$ cat config.mk
export PLATFORM = sky130hd
export DESIGN_NAME = memory_stage
export DESIGN_NICKNAME = d
export VERILOG_FILES = /design/src/rtl/common_pkg.sv /design/src/rtl/memory_pkg.sv /design/src/rtl/memory_align.sv /design/src/rtl/memory_stage.sv
export SDC_FILE = /design/constraint.sdc
export NUM_CORES = 1
export LEC_CHECK = 0
export BUFFER_PORTS_ARGS = -buffer_cell sky130_fd_sc_hd__buf_2
export CAP_MARGIN = 30
export CORE_AREA = 2 2 230 232
export CTS_BUF_LIST = sky130_fd_sc_hd__clkbuf_16
export DETAILED_ROUTE_END_ITERATION = 8
export DIE_AREA = 0 0 232 234
export HOLD_SLACK_MARGIN = 0.12
export PLACE_DENSITY_LB_ADDON = 0.1
export SLEW_MARGIN = 20
export SYNTH_ARGS = -nofsm -noshare
export SYNTH_HDL_FRONTEND = slang
export SYNTH_SLANG_ARGS = --single-unit
$ cat constraint.sdc
create_clock -name clk -period 3.1 [get_ports clk]
set_input_delay 0.31 -clock clk [delete_from_list [all_inputs] [get_ports clk]]
set_output_delay 0.31 -clock clk [all_outputs]
set_load 0.05 [all_outputs]
$ cat src/rtl/common_pkg.sv
// Types shared across the pipeline: decoded instructions, execute payload and
// the split address/data bus used by the memory stage.
package common;

    typedef enum logic [2:0] {
        MSIZE1 = 3'd0,
        MSIZE2 = 3'd1,
        MSIZE4 = 3'd2
    } msize_t;

    typedef enum logic [3:0] {
        OP_NOP, OP_ADDU, OP_LB, OP_LBU, OP_LH, OP_LHU, OP_LW, OP_SB, OP_SH, OP_SW
    } decoded_op_t;

    typedef struct packed {
        decoded_op_t op;
    } decoded_instr_t;

    typedef struct packed {
        logic        valid;
        logic [31:0] addr;
        msize_t      size;
        logic [3:0]  strobe;
        logic [31:0] data;
    } dbus_req_t;

    typedef struct packed {
        logic        addr_ok;
        logic        data_ok;
        logic [31:0] data;
    } dbus_resp_t;

    typedef struct packed {
        decoded_instr_t instr;
        logic [4:0]     writereg;
        logic [31:0]    aluout;
        logic [31:0]    writedata;
        logic [31:0]    hi;
        logic [31:0]    lo;
        logic [31:0]    pcplus4;
        logic           in_delay_slot;
        logic [31:0]    cp0_cause;
        logic [31:0]    cp0_status;
        logic           exception_instr;
        logic           exception_ri;
        logic           exception_of;
        logic           i_tlb_refill;
        logic           i_tlb_invalid;
    } execute_data_t;

endpackage

$ cat src/rtl/memory_pkg.sv
// Memory-stage types: FSM state, decoded access descriptor and the payload
// handed to writeback.
package memory_pkg;
    import common::*;

    typedef enum logic [1:0] {IDLE, ADDR, DATA, DONE} mem_state_t;

    typedef struct packed {
        logic   read;
        logic   write;
        msize_t size;
        logic   sign;
    } mem_op_t;

    typedef struct packed {
        decoded_instr_t instr;
        logic [4:0]     writereg;
        logic [31:0]    hi;
        logic [31:0]    lo;
        logic [31:0]    pcplus4;
        logic           in_delay_slot;
        logic [31:0]    cp0_cause;
        logic [31:0]    cp0_status;
        logic           exception_instr;
        logic           exception_ri;
        logic           exception_of;
        logic           i_tlb_refill;
        logic           i_tlb_invalid;
        logic [31:0]    result;
        logic           exception_adel;
        logic           exception_ades;
        logic [31:0]    badvaddr;
    } memory_data_t;

    function automatic mem_op_t decode_mem_op(input decoded_instr_t di);
        mem_op_t m;
        m = '{read: 1'b0, write: 1'b0, size: MSIZE4, sign: 1'b0};
        case (di.op)
            OP_LB:   m = '{read: 1'b1, write: 1'b0, size: MSIZE1, sign: 1'b1};
            OP_LBU:  m = '{read: 1'b1, write: 1'b0, size: MSIZE1, sign: 1'b0};
            OP_LH:   m = '{read: 1'b1, write: 1'b0, size: MSIZE2, sign: 1'b1};
            OP_LHU:  m = '{read: 1'b1, write: 1'b0, size: MSIZE2, sign: 1'b0};
            OP_LW:   m = '{read: 1'b1, write: 1'b0, size: MSIZE4, sign: 1'b0};
            OP_SB:   m = '{read: 1'b0, write: 1'b1, size: MSIZE1, sign: 1'b0};
            OP_SH:   m = '{read: 1'b0, write: 1'b1, size: MSIZE2, sign: 1'b0};
            OP_SW:   m = '{read: 1'b0, write: 1'b1, size: MSIZE4, sign: 1'b0};
            default: ;
        endcase
        return m;
    endfunction

endpackage

$ cat src/rtl/memory_align.sv
// Byte-lane steering: store strobe/data replication, load shift/extend and
// the alignment check. Purely combinational.
module memory_align
    import common::*;
    import memory_pkg::*;
(
    input  mem_op_t     op,
    input  logic [1:0]  addr_lo,
    input  logic [31:0] wdata,
    input  logic [31:0] rdata,
    output logic        misaligned,
    output logic [3:0]  strobe,
    output logic [31:0] sdata,
    output logic [31:0] ldata
);

    logic [31:0] shifted;

    always_comb begin
        misaligned = (op.read || op.write) &&
                     ((op.size == MSIZE2 && addr_lo[0]) ||
                      (op.size == MSIZE4 && addr_lo != 2'b00));

        case (op.size)
            MSIZE1:  begin strobe = 4'b0001 << addr_lo; sdata = {4{wdata[7:0]}};  end
            MSIZE2:  begin strobe = 4'b0011 << addr_lo; sdata = {2{wdata[15:0]}}; end
            default: begin strobe = 4'hF;               sdata = wdata;            end
        endcase
        if (!op.write)
            strobe = 4'h0;

        // The addressed byte/halfword is brought down to bit 0 before extension.
        shifted = rdata >> {addr_lo, 3'b000};
        case (op.size)
            MSIZE1:  ldata = {{24{op.sign & shifted[7]}},  shifted[7:0]};
            MSIZE2:  ldata = {{16{op.sign & shifted[15]}}, shifted[15:0]};
            default: ldata = shifted;
        endcase
    end

endmodule

$ cat src/rtl/memory_stage.sv
// Memory stage: one execute result per handshake, at most one outstanding
// data-bus transaction, registered result toward writeback.
module memory_stage
    import common::*;
    import memory_pkg::*;
(
    input  logic          clk,
    input  logic          reset,
    input  logic          in_valid,
    input  execute_data_t in_data,
    output logic          in_ready,
    input  logic          flush,
    output logic          dreq_valid,
    output logic [31:0]   dreq_addr,
    output logic [2:0]    dreq_size,
    output logic [3:0]    dreq_strobe,
    output logic [31:0]   dreq_data,
    input  logic          dresp_addr_ok,
    input  logic          dresp_data_ok,
    input  logic [31:0]   dresp_data,
    output logic          out_valid,
    output memory_data_t  out_data,
    input  logic          out_ready,
    output logic          stall
);

    mem_state_t   state, state_next;
    mem_op_t      in_op, op_q, align_op;
    memory_data_t out_q, in_md;
    dbus_req_t    dreq;
    logic [31:0]  addr_q, data_q, sdata, ldata;
    logic [3:0]   strobe_q, strobe;
    logic [1:0]   align_addr;
    logic         flushed_q, accept, in_bypass, misaligned, complete, squash;

    assign in_op    = decode_mem_op(in_data.instr);
    assign in_ready = (state == IDLE) || (state == DONE && out_ready);
    assign accept   = in_valid && in_ready;
    assign stall    = (state == ADDR) || (state == DATA);
    assign squash   = flushed_q || flush;
    assign complete = (state == ADDR && dresp_addr_ok && dresp_data_ok) ||
                      (state == DATA && dresp_data_ok);

    assign in_bypass = !(in_op.read || in_op.write) || in_data.exception_instr ||
                       in_data.exception_ri || in_data.exception_of ||
                       in_data.i_tlb_refill || in_data.i_tlb_invalid;

    // While a transaction is open the aligner works on the held request,
    // otherwise on the incoming instruction.
    assign align_op   = stall ? op_q : in_op;
    assign align_addr = stall ? addr_q[1:0] : in_data.aluout[1:0];

    memory_align u_align (
        .op         (align_op),
        .addr_lo    (align_addr),
        .wdata      (in_data.writedata),
        .rdata      (dresp_data),
        .misaligned (misaligned),
        .strobe     (strobe),
        .sdata      (sdata),
        .ldata      (ldata)
    );

    always_comb begin
        in_md                 = '0;
        in_md.instr           = in_data.instr;
        in_md.writereg        = in_data.writereg;
        in_md.hi              = in_data.hi;
        in_md.lo              = in_data.lo;
        in_md.pcplus4         = in_data.pcplus4;
        in_md.in_delay_slot   = in_data.in_delay_slot;
        in_md.cp0_cause       = in_data.cp0_cause;
        in_md.cp0_status      = in_data.cp0_status;
        in_md.exception_instr = in_data.exception_instr;
        in_md.exception_ri    = in_data.exception_ri;
        in_md.exception_of    = in_data.exception_of;
        in_md.i_tlb_refill    = in_data.i_tlb_refill;
        in_md.i_tlb_invalid   = in_data.i_tlb_invalid;
        in_md.result          = in_data.aluout;
        in_md.exception_adel  = !in_bypass && misaligned && in_op.read;
        in_md.exception_ades  = !in_bypass && misaligned && in_op.write;
        if (in_md.exception_adel || in_md.exception_ades)
            in_md.badvaddr = in_data.aluout;
    end

    always_comb begin
        state_next = state;
        case (state)
            IDLE: if (accept) state_next = (in_bypass || misaligned) ? DONE : ADDR;
            ADDR: if (dresp_addr_ok)
                      state_next = dresp_data_ok ? (squash ? IDLE : DONE) : DATA;
            DATA: if (dresp_data_ok) state_next = squash ? IDLE : DONE;
            DONE: if (accept)                  state_next = (in_bypass || misaligned) ? DONE : ADDR;
                  else if (out_ready || flush) state_next = IDLE;
            default: state_next = IDLE;
        endcase
    end

    always_ff @(posedge clk) begin
        if (reset) state <= IDLE;
        else       state <= state_next;
    end

    always_ff @(posedge clk) begin
        if (reset) begin
            op_q      <= '0;
            addr_q    <= '0;
            strobe_q  <= '0;
            data_q    <= '0;
            out_q     <= '0;
            flushed_q <= 1'b0;
        end else if (accept) begin
            op_q      <= in_op;
            addr_q    <= in_data.aluout;
            strobe_q  <= strobe;
            data_q    <= sdata;
            out_q     <= in_md;
            flushed_q <= 1'b0;
        end else begin
            // A request cannot be withdrawn, so a flush is remembered until it completes.
            if (stall && flush)
                flushed_q <= 1'b1;
            if (complete) begin
                flushed_q <= 1'b0;
                if (op_q.read)
                    out_q.result <= ldata;
            end
        end
    end

    always_comb begin
        dreq        = '0;
        dreq.valid  = (state == ADDR);
        dreq.addr   = addr_q;
        dreq.size   = op_q.size;
        dreq.strobe = strobe_q;
        dreq.data   = data_q;
    end

    assign dreq_valid  = dreq.valid;
    assign dreq_addr   = dreq.addr;
    assign dreq_size   = dreq.size;
    assign dreq_strobe = dreq.strobe;
    assign dreq_data   = dreq.data;
    assign out_valid   = (state == DONE) && !flush;
    assign out_data    = out_q;

endmodule

# Word level (Yosys, flattened, before mapping)
# Index checks and enable logic that the tools add are counted.
# W data, S select, Z words.
[classes] eq_ne=17 n_shift=3 muxes=20 bitwise=2 n_reduce_logical=39
[op_table] cell="$mux W32" n=4
[op_table] cell="$pmux W32 S2" n=2
[op_table] cell="$pmux W6 S8" n=1
[op_table] cell="$shr A32 B5 Y32" n=1
[op_table] cell="$mux W2" n=9
[op_table] cell="$eq A4 B3 Y1 const B" n=4
[op_table] cell="$logic_or A1 B1 Y1" n=15
[op_table] cell="$logic_and A1 B1 Y1" n=13
[op_table] cell="$eq A4 B2 Y1 const B" n=2
[op_table] cell="$eq A4 B4 Y1 const B" n=2
[op_table] cell="$pmux W2 S4" n=1
[op_table] cell="$pmux W4 S2" n=1
[op_table] cell="$mux W6" n=1
[op_table] cell="$reduce_bool A2 Y1" n=3
[op_table] cell="$eq A2 B2 Y1 const B" n=2
[op_table] cell="$mux W4" n=1
[op_table] cell="$ne A2 B2 Y1 const B" n=2
[op_table] cell="$reduce_and A4 Y1" n=1
[op_table] cell="$shl A1 B2 Y4 const A" n=1
[op_table] cell="$shl A2 B2 Y4 const A" n=1
[op_table] cell="$eq A3 B1 Y1 const B" n=1
[op_table] cell="$eq A3 B2 Y1 const B" n=1
[op_table] cell="$logic_not A1 Y1" n=3
[op_table] cell="$logic_not A3 Y1" n=1
[op_table] cell="other kinds (7)" n=8
[word_totals] reg_bits=318 inputBits=278 out_inout_bits=316 wordCells=107

# Logic depth before layout (Yosys ltp)
[logic_depth] ltp_word=14 mapped_depth=12 depth_no_buf=8

# By module
# A second synthesis with hierarchy kept.
[hier_totals] hier_cells=1581 area_unflattened_um2=12680.9
[modules_own_cells] module="memory_stage" instances=1 cells_each=1401 area_per_inst_um2=11439.7 seq_area_each_um2=6346.1
[modules_own_cells] module="memory_align" instances=1 cells_each=180 area_per_inst_um2=1241.2 seq_area_each_um2=0.0

# Least setup slack after synthesis
# Ideal clock, no wire load.
[synth_timing] path_type="register to register" from="reg state[0]" to="reg out_q (netlist bit out_data[56])" setup_ps=74 t_arrival_ps=2789 required_ps=3026 slack_ps=236 stages_incl_launch_ff=11 n_path_buf=2 period_less_slack_ps=2864 path_cell_list="dfxtp_1 inv_1 ha_1 buf_2 mux2_2 nor2_1 mux2i_1 o22ai_1 o211ai_2 buf_2 a31oi_1"
[synth_via] elab_chain_cells=9 word_cells_on_any_way=26 cone_classes="eq/ne: 4; shift: 1; mux: 6; bitwise: 2; reduce/logical: 13"
[synth_lines] item="start: declaration" line_no="memory_stage.sv:27" source="mem_state_t state, state_next;"
[synth_lines] item="start signal: assignment" line_no="memory_stage.sv:101" source="else state <= state_next;"
[synth_lines] item="$eq A2 B1 Y1 / $eq A2 B2 Y1 (equally long branches)" line_no="memory_stage.sv:39" source="assign stall = (state == ADDR) || (state == DATA);"
[synth_lines] item="$logic_or A1 B1 Y1 *" line_no="memory_stage.sv:39"
[synth_lines] item="named net stall" line_no="memory_stage.sv:24" source="output logic stall"
[synth_lines] item="$mux W2" line_no="memory_stage.sv:51" source="assign align_addr = stall ? addr_q[1:0] : in_data.aluout[1:0];"
[synth_lines] item="$shr A32 B5 Y32" line_no="memory_align.sv:33" source="shifted = rdata >> {addr_lo, 3'b000};"
[synth_lines] item="$and A1 B1 Y1 (on tied branches)" line_no="memory_align.sv:36, memory_align.sv:35"
[synth_lines] item="$pmux W32 S2 *" line_no="memory_align.sv:34" source="case (op.size)"
[synth_lines] item="$mux W32 *" line_no="memory_stage.sv:125" source="if (op_q.read)"
[synth_lines] item="$mux W32 *" line_no="memory_stage.sv:123" source="if (complete) begin"
[synth_lines] item="$mux W32 *" line_no="memory_stage.sv:112" source="end else if (accept) begin"
[synth_lines] item="end signal: assignment" line_no="memory_stage.sv:117" source="out_q <= in_md;"
[synth_lines] item="end: declaration" line_no="memory_stage.sv:29" source="memory_data_t out_q, in_md;"
# Mark *: on every way through the listed nets, which the timed path passes. The rest lies on a longest branch. The select of a mux whose other input is x is not followed.
# A chain may end at the register's enable or synchronous reset.

# Final worst setup path
[layout_timing] from="reg state[0]" to="reg state[1]"
[layout_via] elab_chain_cells=11 word_cells_on_any_way=28 cone_classes="eq/ne: 9; mux: 6; reduce/logical: 13"
[layout_lines] item="$eq A2 B1 Y1 / $eq A2 B2 Y1 (equally long branches)" line_no="memory_stage.sv:39, memory_stage.sv:88"
[layout_lines] item="$logic_or A1 B1 Y1" line_no="memory_stage.sv:39"
[layout_lines] item="$mux W6 / $mux W2 (equally long branches)" line_no="memory_stage.sv:50, memory_stage.sv:51"
[layout_lines] item="$eq A3 B1 Y1, or another cell as far along" line_no="memory_align.sv:21" source="((op.size == MSIZE2 && addr_lo[0]) ||"
[layout_lines] item="$logic_and A1 B1 Y1 (on tied branches)" line_no="memory_align.sv:21, memory_align.sv:22"
[layout_lines] item="$logic_or A1 B1 Y1" line_no="memory_align.sv:21"
[layout_lines] item="$logic_and A1 B1 Y1" line_no="memory_align.sv:20" source="misaligned = (op.read || op.write) &&"
[layout_lines] item="$logic_or A1 B1 Y1" line_no="memory_stage.sv:89, memory_stage.sv:93"
[layout_lines] item="$mux W2" line_no="memory_stage.sv:89, memory_stage.sv:93"
[layout_lines] item="$mux W2 (on tied branches)" line_no="memory_stage.sv:93, memory_stage.sv:89"
[layout_lines] item="$pmux W2 S4" line_no="memory_stage.sv:88" source="case (state)"
# Parallel ways exist; a longest one is shown, timed or not. The select of a mux whose other input is x is not followed.

==> impl_metrics.ini <==
[cts]
cts_tree = built
clock_latency_ns = 0.56
cts_buffer_depth = 3
cts.reportedPaths.clkPinSlew_ns = 0.06
numCtsBuffers = 40
cts_max_level = 2
cts_root_buffer = clkbuf_16
numClockSinks = 317

[power_and_ir_drop]
p_leak_uw = 0.00891
peakVddDrop_mv = 0.427
p_per_area_nw_per_um2 = 918
power_uw = 18100

[sta]
holdWs_ns = 0.154
rsz0062_at_grt = no
finalSetupViolCount = 0
min_period_ns = 2.82
fin_setup_tns_ns = 0
tightestPinTransition_ns = 1.05
fmax_mhz = 355
slew_headroom = 0.298
fin_skew_ns = 0.0120
drv_slew = 0
finalCritPeriodShare = 0.910
finalHoldViolations = 0

[global_route]
grt_overflow = 0
antenna_found_initial = 4
grt_pass1_wl_um = 81000
grt_use_total = 0.192
grt_pass1_vias = 13200
grt_max_degree = 154

[drt]
num_vias = 13900
routed_wl_um = 55600
drt_first_pass_iters = 5
vias_per_cell = 4.54
wl_per_cell_um = 18.1
ant_nets = 0
drc = 0
drtIter0Drc = 773

[critical_path]
cp_max_fo = 20
arrival_ns = 3.28
path_class = reg2reg
worst_setup_path_start_kind = flip-flop
endpoint_kind = flip-flop
cp.required_ns = 3.56
r2r_cells = 10

[cells_and_area]
area_growth_pct = 58.2
final_cell_area_um2 = 19700
nFillCells = 5483
layout-drive-gt1-share = 0.290
final_nets = 2632

[synthesis]
yosys.area_share.simple = 0.211
synth_top_family_by_area = simple AND/OR/NAND/NOR gates
synthMuxAreaShare = 0.0329
async_flop_share = 0
yosys.area.top_type = dfxtp_1
synth_compound_area_frac = 0.191
synth_cell_types = 57
synth_fa_ha_area_frac = 0.00502
ys_ff_latch = 317
yosysTopAreaCellShare = 0.509
yosysWarnings = 0
synth_ff_type = dfxtp_1
synth_area_leaders = dfxtp_1, nand2_1, a21oi_1
synthXorXnorAreaFrac = 0.000702
avgSynthCellArea_um2 = 7.91
synthCells = 1576
synth_edf_count = 0
synth.net_count = 1859
yosysSeqAreaShare = 0.509
netlist_area_um2 = 12500

[floorplan]
initial_utilization = 0.240
dieArea_um2 = 54300
die_y_um = 234
core_area_um2 = 52000
io_pins = 594
row_count = 84
fp.dieW_um = 232

[hold_path]
holdPathStages = 3
hold_class = in2reg

[placed_design]
place_congestion = 0.836
dpl_cell_area_um2 = 16000
hpwl_um = 39400
portBuffers = 592

[run]
drv_cap = 0

[outcome]
status = finished, final reports clean
## critical path: stages (launching register included)
cell       delay, ns
dfxtp_1         0.37
inv_1           0.11
ha_1            0.45
buf_4           0.24
inv_1           0.07
o311ai_2        0.12
and3_1          0.27
a2111oi_4       0.35
buf_4           0.33
o21bai_1        0.15
a221oi_2        0.25
## repair_timing
action,CTS,global route
setup endpoints to repair,0,15
buffers inserted,0,0
hold buffers,246,0
resized for setup,0,1
endpoints found under the hold margin,289,0
## sequential cells by signal, summed over array words and instances (netlist names)
| register | count |
|---|---|
| dreq_size | 2 |
| state | 2 |
| op_q | 3 |
| out_data | 241 |
| flushed_q | 1 |
| dreq_addr | 32 |
| dreq_data | 32 |
| dreq_strobe | 4 |
## kinds of logic after synthesis
family	count (synthesis)
AOI/OAI and AO/OA	414
xor gates and xnor gates	1
adders and majority gates	5
buffers and inverters	144
DFF	317
muxes	39
other	1
and+or+nand+nor	655
## where the power goes
| group | switching, µW | leakage, µW | internal [µW] |
|---|---|---|---|
| registers | 413 | 0.00259 | 4900 |
| logic | 6220 | 0.00569 | 2240 |
| clock network | 1860 | 0.000622 | 2470 |
| total | 8500 | 0.00891 | 9620 |
## cell usage after synthesis, drive strengths merged, types with 5 or more instances
cell	instances
nand2	543
o221ai	16
buf	33
ha	5
clkbuf	102
dfxtp	317
mux2i	35
o211ai	16
nand4	32
o21ai	26
inv	9
a211oi	25
nand3	16
a31oi	16
nor2	41
a21oi	293
## routing by layer
metal  routed length, µm  GRT usage
met5                  13          0
met4                1700     0.0691
met3                3850     0.0502
met2               26600      0.316
met1               23400      0.243
## final cells by class
| type | instances | area [µm²] | area share |
|---|---|---|---|
| diodes | 2 | 5.00 | 0.000254 |
| clock inverters | 31 | 169 | 0.00856 |
| flip-flops and latches | 317 | 6350 | 0.322 |
| well taps | 688 | 861 | 0.0436 |
| clock buffers | 41 | 1030 | 0.0520 |
| inverters | 9 | 33.8 | 0.00171 |
| multi-input cells | 1115 | 5530 | 0.280 |
| repair buffers | 866 | 5750 | 0.292 |
## stage by stage
stage,util,setup slack [ns],instances
after floorplan,-,0.236,1576
after global placement,0.308,0.263,2748
after detailed placement,0.308,0.170,2748
after CTS,0.379,0.132,3066
after global routing,0.379,0.0396,3068
final,0.379,0.281,3069
## final timing paths
kind	end	startpoint	slack (ns)
min reg2reg	out_data[24]	out_data[24]	0.45
min	out_data[63]	dresp_data[29]	0.15
max reg2reg	state[1]	state[0]	0.28
max	state[1]	state[0]	0.28
## layout by cell type (no fill, tap or decap), drive strengths merged, types with 3 or more instances in the layout
cell           n
inv           21
clkbuf        41
a21oi        293
o21ai         26
and2           3
nand2        543
a211oi        25
o211ai        16
a31oi         16
dfxtp        317
o221ai        16
mux2           3
nor2          41
mux2i         35
dlygate4sd3  246
a22oi          3
nand2b         3
nand3         16
o311ai         3
ha             5
a21o           3
clkinv        17
buf          620
nor3           3
nand4         32
No activity file was read; power rests on OpenSTA's default activity.
